[src/rtl/kyber_pkg.sv]
// Shared Kyber constants and coefficient-path types for the pre/post-processing stages.
package kyber_pkg;
  localparam int unsigned Q             = 3329;
  localparam int unsigned NINV          = 3303;
  localparam int unsigned BARRETT_M     = 5039;
  localparam int unsigned BARRETT_SHIFT = 24;
  localparam int unsigned N_COEF        = 256;
  localparam int unsigned COEF_W        = 12;
  localparam int unsigned PROD_W        = 24;
  localparam int unsigned RED_W         = 14;
  localparam int unsigned CNT_W         = $clog2(N_COEF);

  typedef logic [COEF_W-1:0] coef_t;

  typedef enum logic {
    MODE_INTT = 1'b0,
    MODE_NTT  = 1'b1
  } mode_e;

  // Payload held in the first pipeline stage.
  typedef struct packed {
    logic [PROD_W-1:0] p;
    coef_t             data;
    mode_e             mode;
    logic              last;
  } s1_beat_t;
endpackage

[src/rtl/barrett_reduce.sv]
// Two-stage Barrett reduction of a 24-bit product into [0, Q-1], with an optional
// bypass value carried alongside so the result register can also forward raw data.
module barrett_reduce
  import kyber_pkg::*;
(
  input  logic              clk,
  input  logic              rst,
  input  logic              en_s2_i,
  input  logic              en_s3_i,
  input  logic [PROD_W-1:0] p_i,
  input  logic              byp_i,
  input  coef_t             byp_val_i,
  output coef_t             r_o
);
  localparam int unsigned MUL_W = PROD_W + 13;

  logic [MUL_W-1:0]  prod_c;
  coef_t             qe_c;
  logic [PROD_W-1:0] qq_c;
  logic [RED_W-1:0]  r1_c, r2_c;
  logic [RED_W-1:0]  r_d, r_q;
  logic              byp_d, byp_q;
  coef_t             bv_d, bv_q;
  coef_t             res_d, res_q;

  always_comb begin
    r_d   = r_q;
    byp_d = byp_q;
    bv_d  = bv_q;
    res_d = res_q;
    // S2: quotient estimate; remainder is below 3Q so it fits in 14 bits.
    prod_c = MUL_W'(p_i) * MUL_W'(BARRETT_M);
    qe_c   = COEF_W'(prod_c >> BARRETT_SHIFT);
    qq_c   = PROD_W'(qe_c) * PROD_W'(Q);
    if (en_s2_i) begin
      r_d   = RED_W'(p_i - qq_c);
      byp_d = byp_i;
      bv_d  = byp_val_i;
    end
    // S3: at most two conditional subtractions.
    r1_c = (r_q >= RED_W'(Q)) ? r_q - RED_W'(Q) : r_q;
    r2_c = (r1_c >= RED_W'(Q)) ? r1_c - RED_W'(Q) : r1_c;
    if (en_s3_i) begin
      res_d = byp_q ? bv_q : COEF_W'(r2_c);
    end
  end

  always_ff @(posedge clk) begin
    if (rst) begin
      r_q   <= '0;
      byp_q <= 1'b0;
      bv_q  <= '0;
      res_q <= '0;
    end else begin
      r_q   <= r_d;
      byp_q <= byp_d;
      bv_q  <= bv_d;
      res_q <= res_d;
    end
  end

  assign r_o = res_q;
endmodule

[src/rtl/postprocess.sv]
// Coefficient output stage: INTT scaling by n^-1 with full reduction, NTT pass-through,
// 3-stage valid/ready pipeline, per-polynomial beat counter and sticky framing error.
module postprocess
  import kyber_pkg::*;
(
  input  logic              clk,
  input  logic              rst,
  input  logic              NTT_INTT_sel,
  input  logic              in_valid,
  output logic              in_ready,
  input  logic [COEF_W-1:0] in_data,
  input  logic              in_last,
  output logic              out_valid,
  input  logic              out_ready,
  output logic [COEF_W-1:0] out_data,
  output logic              out_last,
  output logic              frame_err
);
  s1_beat_t         s1_d, s1_q;
  logic             s1_valid_d, s1_valid_q;
  logic             s2_valid_d, s2_valid_q;
  logic             s3_valid_d, s3_valid_q;
  logic             s2_last_d, s2_last_q;
  logic             s3_last_d, s3_last_q;
  logic [CNT_W-1:0] in_cnt_d, in_cnt_q;
  mode_e            mode_d, mode_q;
  logic             frame_err_d, frame_err_q;

  logic  load1_c, load2_c, load3_c, accept_c, cnt_last_c, cnt_first_c;
  mode_e beat_mode_c;

  // A stage loads when it is empty or its successor is loading.
  assign load3_c     = !s3_valid_q || out_ready;
  assign load2_c     = !s2_valid_q || load3_c;
  assign load1_c     = !s1_valid_q || load2_c;
  assign accept_c    = in_valid && load1_c;
  assign cnt_first_c = (in_cnt_q == '0);
  assign cnt_last_c  = (in_cnt_q == CNT_W'(N_COEF - 1));
  assign beat_mode_c = cnt_first_c ? mode_e'(NTT_INTT_sel) : mode_q;

  always_comb begin
    s1_d        = s1_q;
    s1_valid_d  = s1_valid_q;
    s2_valid_d  = s2_valid_q;
    s3_valid_d  = s3_valid_q;
    s2_last_d   = s2_last_q;
    s3_last_d   = s3_last_q;
    in_cnt_d    = in_cnt_q;
    mode_d      = mode_q;
    frame_err_d = frame_err_q;
    if (load1_c) begin
      s1_valid_d = in_valid;
      if (accept_c) begin
        s1_d.p    = PROD_W'(in_data) * PROD_W'(NINV);
        s1_d.data = in_data;
        s1_d.mode = beat_mode_c;
        s1_d.last = cnt_last_c;
      end
    end
    if (load2_c) begin
      s2_valid_d = s1_valid_q;
      s2_last_d  = s1_q.last;
    end
    if (load3_c) begin
      s3_valid_d = s2_valid_q;
      s3_last_d  = s2_last_q;
    end
    // Mode is only sampled on the first beat of a polynomial.
    if (accept_c) begin
      in_cnt_d = in_cnt_q + CNT_W'(1);
      if (cnt_first_c) begin
        mode_d = mode_e'(NTT_INTT_sel);
      end
      if (in_last != cnt_last_c) begin
        frame_err_d = 1'b1;
      end
    end
  end

  always_ff @(posedge clk) begin
    if (rst) begin
      s1_q        <= '0;
      s1_valid_q  <= 1'b0;
      s2_valid_q  <= 1'b0;
      s3_valid_q  <= 1'b0;
      s2_last_q   <= 1'b0;
      s3_last_q   <= 1'b0;
      in_cnt_q    <= '0;
      mode_q      <= MODE_INTT;
      frame_err_q <= 1'b0;
    end else begin
      s1_q        <= s1_d;
      s1_valid_q  <= s1_valid_d;
      s2_valid_q  <= s2_valid_d;
      s3_valid_q  <= s3_valid_d;
      s2_last_q   <= s2_last_d;
      s3_last_q   <= s3_last_d;
      in_cnt_q    <= in_cnt_d;
      mode_q      <= mode_d;
      frame_err_q <= frame_err_d;
    end
  end

  barrett_reduce u_barrett (
    .clk       (clk),
    .rst       (rst),
    .en_s2_i   (load2_c),
    .en_s3_i   (load3_c),
    .p_i       (s1_q.p),
    .byp_i     (s1_q.mode == MODE_NTT),
    .byp_val_i (s1_q.data),
    .r_o       (out_data)
  );

  assign in_ready  = load1_c;
  assign out_valid = s3_valid_q;
  assign out_last  = s3_last_q;
  assign frame_err = frame_err_q;
endmodule
[config.mk]
export PLATFORM = sky130hd
export DESIGN_NAME = postprocess
export DESIGN_NICKNAME = d
export VERILOG_FILES = /design/src/rtl/kyber_pkg.sv /design/src/rtl/barrett_reduce.sv /design/src/rtl/postprocess.sv
export SDC_FILE = /design/constraint.sdc
export NUM_CORES = 1
export LEC_CHECK = 0
export ABC_AREA = 1
export CORE_MARGIN = 2
export CORE_UTILIZATION = 65
export CTS_BUF_LIST = sky130_fd_sc_hd__clkbuf_4 sky130_fd_sc_hd__clkbuf_8 sky130_fd_sc_hd__clkbuf_16
export DETAILED_ROUTE_END_ITERATION = 16
export GPL_TIMING_DRIVEN = 0
export PLACE_DENSITY = 0.93
export SLEW_MARGIN = 25
export SYNTH_ARGS = -nofsm -noshare
export SYNTH_HDL_FRONTEND = slang
export SYNTH_SLANG_ARGS = --single-unit
export TNS_END_PERCENT = 5
[constraint.sdc]
create_clock -name clk -period 16.4 [get_ports clk]
set_clock_uncertainty 0.05 [all_clocks]
set_input_delay 2.46 -clock clk [delete_from_list [all_inputs] [get_ports clk]]
set_output_delay 2.46 -clock clk [all_outputs]
set_load 0.01 [all_outputs]
-- After elaboration in Yosys (flattened, before gate mapping)
Cells that the tools add are included.
- add/subtract/negate cells: 4
- multipliers: 3
- order comparisons: 2
- equality and inequality tests: 2
- muxes and demuxes: 4
- reductions and logical operators: 10
- operators with widths (operator ; count):
    24-bit by 13-bit multiplier with 36-bit output (second input constant) ; 1
    14-bit by 12-bit greater-or-equal comparator with 1-bit output (second input constant) ; 2
    12-bit by 12-bit multiplier with 24-bit output (second input constant) ; 1
    12-bit two-way mux ; 2
    12-bit by 12-bit multiplier with 14-bit output (second input constant) ; 1
    14-bit two-way mux ; 1
    14-bit by 12-bit subtractor with 14-bit output (second input constant) ; 1
    14-bit subtractor ; 1
    12-bit subtractor (second input constant) ; 1
    8-bit by 1-bit adder with 8-bit output (second input constant) ; 1
    8-bit == test (second input constant) ; 1
    8-bit zero test ; 1
    2-bit AND reduction ; 2
    1-bit zero test ; 3
    1-bit logical OR ; 3
    1-bit logical AND ; 1
    1-bit two-way mux ; 1
    1-bit inequality test ; 1
- bits in registers: 92
- input bits: 18
- output and inout bits: 16
- logic and storage cells: 41

-- Logic depth before layout (Yosys ltp)
Gate-level depths: netlist of the first run.
- depth after elaboration: 6
- gate-level depth with buffers: 45
- gate-level depth less buffers: 44

-- Modules after synthesis
From an unflattened synthesis of the first run, not the netlist that was laid out.
- cells, all modules: 1861
- area, all modules: 14808.0 µm²
- modules (own cells, without submodules) (module ; instances ; cells an instance ; area an instance (µm²) ; seq. area each (µm²)):
    barrett_reduce ; 1 ; 1173 ; 9521.6 ; 780.7
    postprocess ; 1 ; 688 ; 5286.3 ; 1021.0

-- Worst setup path after synthesis of the first run
Ideal clock, no wire load.
- kind: register to register
- start point: register s1_q[25] (netlist name)
- end point: register u_barrett.r_q[12]
- setup time: 117 ps
- arrival: 7770 ps
- required time: 16233 ps
- setup slack: 8463 ps
- stages on the path, launching flop included: 40
- buffers on the path: 0
- clock period less this slack: 7937 ps
- cell sequence: dfxtp_1 fa_1 fa_1 fa_1 fa_1 inv_1 fa_1 inv_1 ha_1 nand2_1 inv_1 o21ai_0 nand3b_1 nand2_1 nand2_1 a31oi_1 o21a_1 o21bai_1 [4 not listed] o21bai_1 fa_1 inv_1 ha_1 fa_1 inv_1 ha_1 nand2_1 o21ai_0 nand2_1 nand3_1 a21oi_1 o21ai_0 nand3_1 nand2_1 nor2_1 o221ai_1 inv_1
- longest elaborated chain between the ends: 3
- ends and longest elaborated chain (item ; RTL line ; RTL):
    start, declared ; postprocess.sv:19 ; s1_beat_t s1_d, s1_q;
    start signal, assigned ; postprocess.sv:82 ; s1_q <= '0;
    start signal, assigned ; postprocess.sv:92 ; s1_q <= s1_d;
    24-bit by 13-bit multiplier with 36-bit output ; barrett_reduce.sv:32 ; prod_c = MUL_W'(p_i) * MUL_W'(BARRETT_M);
    12-bit by 12-bit multiplier with 14-bit output ; barrett_reduce.sv:34 ; qq_c = PROD_W'(qe_c) * PROD_W'(Q);
    14-bit subtractor (*) ; barrett_reduce.sv:36 ; r_d = RED_W'(p_i - qq_c);
    end signal, assigned ; barrett_reduce.sv:55 ; r_q <= r_d;
    end, declared ; barrett_reduce.sv:21 ; logic [RED_W-1:0] r_d, r_q;
Every way passes the cells marked *; elsewhere a longest branch is shown, timed or not.
A chain may end at the register's enable or synchronous reset.

-- Worst setup path in the final report of the first run
- start point: register s1_q[24] (netlist name)
- end point: register u_barrett.r_q[13]
The elaborated chain is that of the path after synthesis.

==> impl_metrics.tcl, run 1 <==
set metrics [dict create \
    grt_max_degree 18 \
    worst_hold_slack_ns 0.417 \
    synth_top_family_by_area "adder cells" \
    clk_pin_slew_ns 0.07 \
    netlist_top_cells_count "inv_1, ha_1, nand2_1" \
    postSynth.asyncResetShare_pct 0 \
    cts_buffer_depth 2 \
    worstPathBufferInverterCount 7 \
    criticalPathCategory "reg2reg" \
    ys_warn_count 0 \
    clock_latency_ns 0.35 \
    ff2ff_setup_slack_ns 7.03 \
    io_pins 34 \
    root_buffer "clkbuf_16" \
    netlist_instances 1706 \
    gp_congestion 0.923 \
    max_stage_delay_ns 0.69 \
    die-area_sq_um 22900 \
    syn_area_sq_um 14100 \
    grt_pass1_vias 12900 \
    yosysTopAreaCellShare_pct 26.4 \
    hp-class "reg2reg" \
    cp_top_family "adder cells" \
    worst_slew_pin_slew_ns 0.748 \
    rr_worst_depth 40 \
    fillCellCount 1382 \
    grt_pass1_wl_mm 60.7 \
    period_needed_ns 9.37 \
    critPathRequiredTime_ns 16.59 \
    die_y_um 151 \
    routed_wl_mm 36.6 \
    finalHoldViolCount 0 \
    initial_core_util_pct 66.7 \
    drc 0 \
    slew_headroom_pct 50.1 \
    setup.worst_path.start "s1_q[24]" \
    fin_area_sq_um 15100 \
    timing.rr.start "s1_q[24]" \
    final_max_slew_viol_count 0 \
    ys_types 47 \
    synth_edf_count 0 \
    r2r_end "u_barrett.r_q[13]" \
    dp_hpwl_mm 30.0 \
    synth_flop_cell "dfxtp_1" \
    synthTopCellsByArea "fa_1, ha_1, dfxtp_1" \
    synthMuxAreaShare_pct 0 \
    cts_tree "yes" \
    synth_seq_area_share_pct 12.8 \
    finalCritPeriodShare_pct 57.2 \
    antenna_found_initial 0 \
    yosysMostFrequentCell "inv_1" \
    cp_max_fo 7 \
    coreArea_sq_um 21200 \
    syn_avg_cell_area_sq_um 8.27 \
    post_drt_wl_per_cell_um 18.1 \
    whs_path_depth 2 \
    hold_buffers 0 \
    synth-compound-area-share_pct 11.2 \
    cp.arrival_ns 9.56 \
    numCtsBuffers 9 \
    crit_path_end_kind "flop" \
    syn-num-nets 2152 \
    min-delay-start "s1_q[3]" \
    rsz0062_at_grt "false" \
    synth_xor_area_share_pct 3.72 \
    portBuffers 32 \
    run_status "finished, final reports clean" \
    drt-initial-drc-count 1034 \
    drive_above_1_share_pct 3.59 \
    synth-simple-area-share_pct 12.9 \
    die_x_um 151 \
    placed_cell_area_sq_um 14800 \
    cpMaxStageDelayCell "dfxtp_1" \
    nNetsFinal 2195 \
    first_pass_iters 8 \
    vias 12100 \
    grt.total_usage_pct 33.9 \
    yosys.area_share.adder_pct 47.9 \
    clock_sinks 90 \
    yosysTopAreaCell "fa_1" \
    cts_max_level 3 \
    max_freq_mhz 107 \
    drtAntennaViolNets 0 \
    tns_ns 0 \
    start_kind "flop" \
    cts_resized 0 \
    via_per_inst 5.94 \
    whs_endpoint "u_barrett.bv_q[1]" \
    cts_setup_buffers 0 \
    antenna_cells 0 \
    setup_violations 0 \
    overflow 0 \
    row_count 53 \
    drv_cap 0 \
    ys_ff_latch 90 \
    syn_to_final_growth_pct 6.94 \
]
-- state kept, by name, summed over array words and instances, names as in the netlist, 8 cells and up, named ones only --
register	count
in_cnt_q	8
u_barrett.r_o	12
s1_q	36
u_barrett.r_q	14
u_barrett.bv_q	12
-- metrics by stage --
stage / utilization [%] / std cells / worst slack (ns)
after global placement: 69.8 / 2013 / 7.61
after global routing: 71.3 / 2029 / 6.52
after detailed placement: 69.8 / 2013 / 7.40
final: 71.3 / 2029 / 7.03
after floorplan: - / 1706 / 8.46
after CTS: 71.3 / 2029 / 7.25
-- cells in the final DEF, fill, tap and decap left out, types with 4 or more instances in the layout --
cell type          n
a21o_1             5
a21oi_1          141
a31oi_1            5
clkbuf_1          26
clkbuf_16          9
clkdlybuf4s50_1   32
dfxtp_1           90
fa_1             186
ha_1             242
inv_1            391
inv_2              4
inv_6              4
nand2_1          223
nand2_2            8
nand3_1           59
nand3b_1           5
nand4_1           17
nor2_1            69
nor2_2             6
nor3_1            10
o21a_1             4
o21ai_0          100
o21ai_2            6
o21bai_1           5
xnor2_1           15
xor2_1            43
-- worst reg2reg max path, delay by kind of cell, from the launching register on --
family                   cells  cell delay [ns]
buffers and inverters        7             0.39
AND/OR/NAND/NOR             11             1.13
XOR/XNOR                     3             0.90
AO/OA/AOI/OAI                8             1.35
flip-flops                   1             0.69
adder cells (fa/ha/maj)     11             4.75
-- worst max-delay path by stage --
stage	slack [ns]	end	depth (start not counted)
floorplan	8.46	u_barrett.r_q[12]	39
CTS	7.25	u_barrett.r_q[13]	40
finish	7.03	u_barrett.r_q[13]	40
detailed placement	7.40	u_barrett.r_q[13]	40
global route	6.52	u_barrett.r_q[13]	40
global placement	7.61	u_barrett.r_q[12]	39
-- kinds of logic after synthesis --
| logic type | after synthesis |
|---|---|
| buffers and inverters | 428 |
| and+or+nand+nor | 412 |
| AOI/OAI and AO/OA | 289 |
| adders and majority gates | 428 |
| xor gates and xnor gates | 59 |
| DFF | 90 |
-- final cells by class --
| class | count | area, sq um | share of cell area, % |
|---|---|---|---|
| inverters | 396 | 1490 | 9.85 |
| clock buffers | 10 | 239 | 1.58 |
| flip-flops and latches | 90 | 1800 | 11.9 |
| plain buffers | 32 | 146 | 0.970 |
| multi-input cells | 1188 | 10700 | 70.7 |
| repair buffers | 32 | 320 | 2.12 |
| clock inverters | 6 | 76.3 | 0.506 |
| well taps | 275 | 344 | 2.28 |
-- metal layers --
layer	part of all wire, %	up-vias	GRT usage [%]
li1	-	5478	-
met2	50	610	58.9
met1	37	5787	39.2
met4	6.1	0	18.2
met3	6.8	185	7.14
met5	0	-	0
Power of run 1 is left out: the tool's default activity adds up to more than one toggle a clock period on the data nets, which glitch-free logic cannot reach.
==> run 2: changes to the inputs <==
Clock period 16.4 ns to 9.42 ns, I/O delays scaled along.
==> run 2 against run 1 <==
Sequential share of layout area up 0.11 points; wire length up 2.2%; maximum frequency up 3.3%; setup slack worse by 6.7 ns; register-to-register slack worse by 6.7 ns; critical path depth down 9; die area unchanged; non-clock buffer count down 1; design area up 0.28%; first-iteration DRC count down 1.8%.
==> impl_metrics.tcl, run 2 (synthesis results as in run 1) <==
set metrics [dict create \
    run_status "finished, final reports clean" \
    hp-class "reg2reg" \
    antenna_cells 0 \
    post_drt_wl_per_cell_um 18.5 \
    die_y_um 151 \
    vias 12200 \
    rr_worst_depth 31 \
    first_pass_iters 8 \
    final_cell_mix "inv_1, ha_1, nand2_1, fa_1, a21oi_1" \
    grt.total_usage_pct 33.9 \
    worst_hold_slack_ns 0.415 \
    grt_max_degree 18 \
    whs_path_depth 2 \
    clock_latency_ns 0.36 \
    worst_slew_pin_slew_ns 0.790 \
    largest_reg_flops 36 \
    dp_hpwl_mm 30.0 \
    row_count 53 \
    top_register "s1_q" \
    max_freq_mhz 110 \
    finalHoldViolCount 0 \
    max_stage_delay_ns 0.58 \
    numCtsBuffers 9 \
    drt-initial-drc-count 1015 \
    crit_path_frequent_cell "fa_1" \
    drc 0 \
    finalNonFillerCells 2028 \
    die-area_sq_um 22900 \
    cpMaxStageDelayCell "fa_1" \
    cts_setup_buffers 0 \
    cts_tree "yes" \
    portBuffers 32 \
    cts_buffer_depth 2 \
    grt_pass1_wl_mm 60.7 \
    routed_wl_mm 37.4 \
    drtAntennaViolNets 0 \
    cts_max_level 3 \
    cp_max_fo 5 \
    clk_pin_slew_ns 0.07 \
    syn_to_final_growth_pct 7.25 \
    grt_pass1_vias 12900 \
    clock_sinks 90 \
    final_max_slew_viol_count 0 \
    final_common_cell "inv_1" \
    top_regs "s1_q: 36 flops, u_barrett.r_q: 14 flops" \
    nNetsFinal 2194 \
    coreArea_sq_um 21200 \
    via_per_inst 6.01 \
    start_kind "flop" \
    slew_headroom_pct 47.3 \
    hold_buffers 0 \
    period_needed_ns 9.07 \
    cts_resized 0 \
    criticalPathCategory "reg2reg" \
    initial_core_util_pct 66.7 \
    drive_above_1_share_pct 4.91 \
    numPlacedInstances 2013 \
    gp_congestion 0.923 \
    setup_violations 0 \
    overflow 0 \
    die_x_um 151 \
    io_pins 34 \
    root_buffer "clkbuf_16" \
    drv_cap 0 \
    cp.arrival_ns 9.26 \
    critPathRequiredTime_ns 9.61 \
    antenna_found_initial 0 \
    finalCritPeriodShare_pct 96.3 \
    crit_path_end_kind "flop" \
]
==> run 2: worst paths after layout <==
check | from | endpoint | slack, ns
worst max-delay path | s1_q[35] | u_barrett.r_q[13] | 0.35
worst min-delay path | s1_q[9] | s1_q[9] | 0.42
worst max register to register | s1_q[35] | u_barrett.r_q[13] | 0.35
worst min register to register | s1_q[9] | s1_q[9] | 0.42
==> run 2: area by class of cell <==
| type | instances | area, sq um |
|---|---|---|
| Clock inverter | 6 | 76.3 |
| Clock buffer | 10 | 239 |
| Multi-Input combinational cell | 1188 | 10700 |
| Timing Repair Buffer | 32 | 320 |
| Fill cell | 1374 | 6020 |
| Tap cell | 275 | 344 |
| Inverter | 396 | 1490 |
| Buffer | 31 | 143 |
| Sequential cell | 90 | 1820 |
==> run 2: worst max-delay path: cells and delay by family (launching register included) <==
kind                       cells  cell delay, ns
AOI/OAI and AO/OA              4            1.19
xor gates and xnor gates       2            0.62
adders and majority gates     12            5.42
buffers and inverters          8            0.69
DFF                            1            0.49
and+or+nand+nor                5            0.48
==> run 2: per-layer routing <==
layer  track usage (%)  vias up  share of wire (%)
li1                  -     5475                  -
met1              39.2     5828                 36
met2              58.9      678                 49
met3              7.14      215                7.9
met4              18.2        0                6.6
met5                 0        -                  0
==> run 2: stage by stage <==
stage	cell area (sq um)	setup WS (ns)	util, %	TNS (ns)
final	15100	0.347	71.5	0
after global routing	15100	-0.0125	71.5	-0.0125
after CTS	15100	0.267	71.3	0
after detailed placement	14800	0.416	69.8	0
after global placement	14800	0.626	69.8	0
after floorplan	14100	1.48	-	0
Power of run 2 is left out for the same reason.
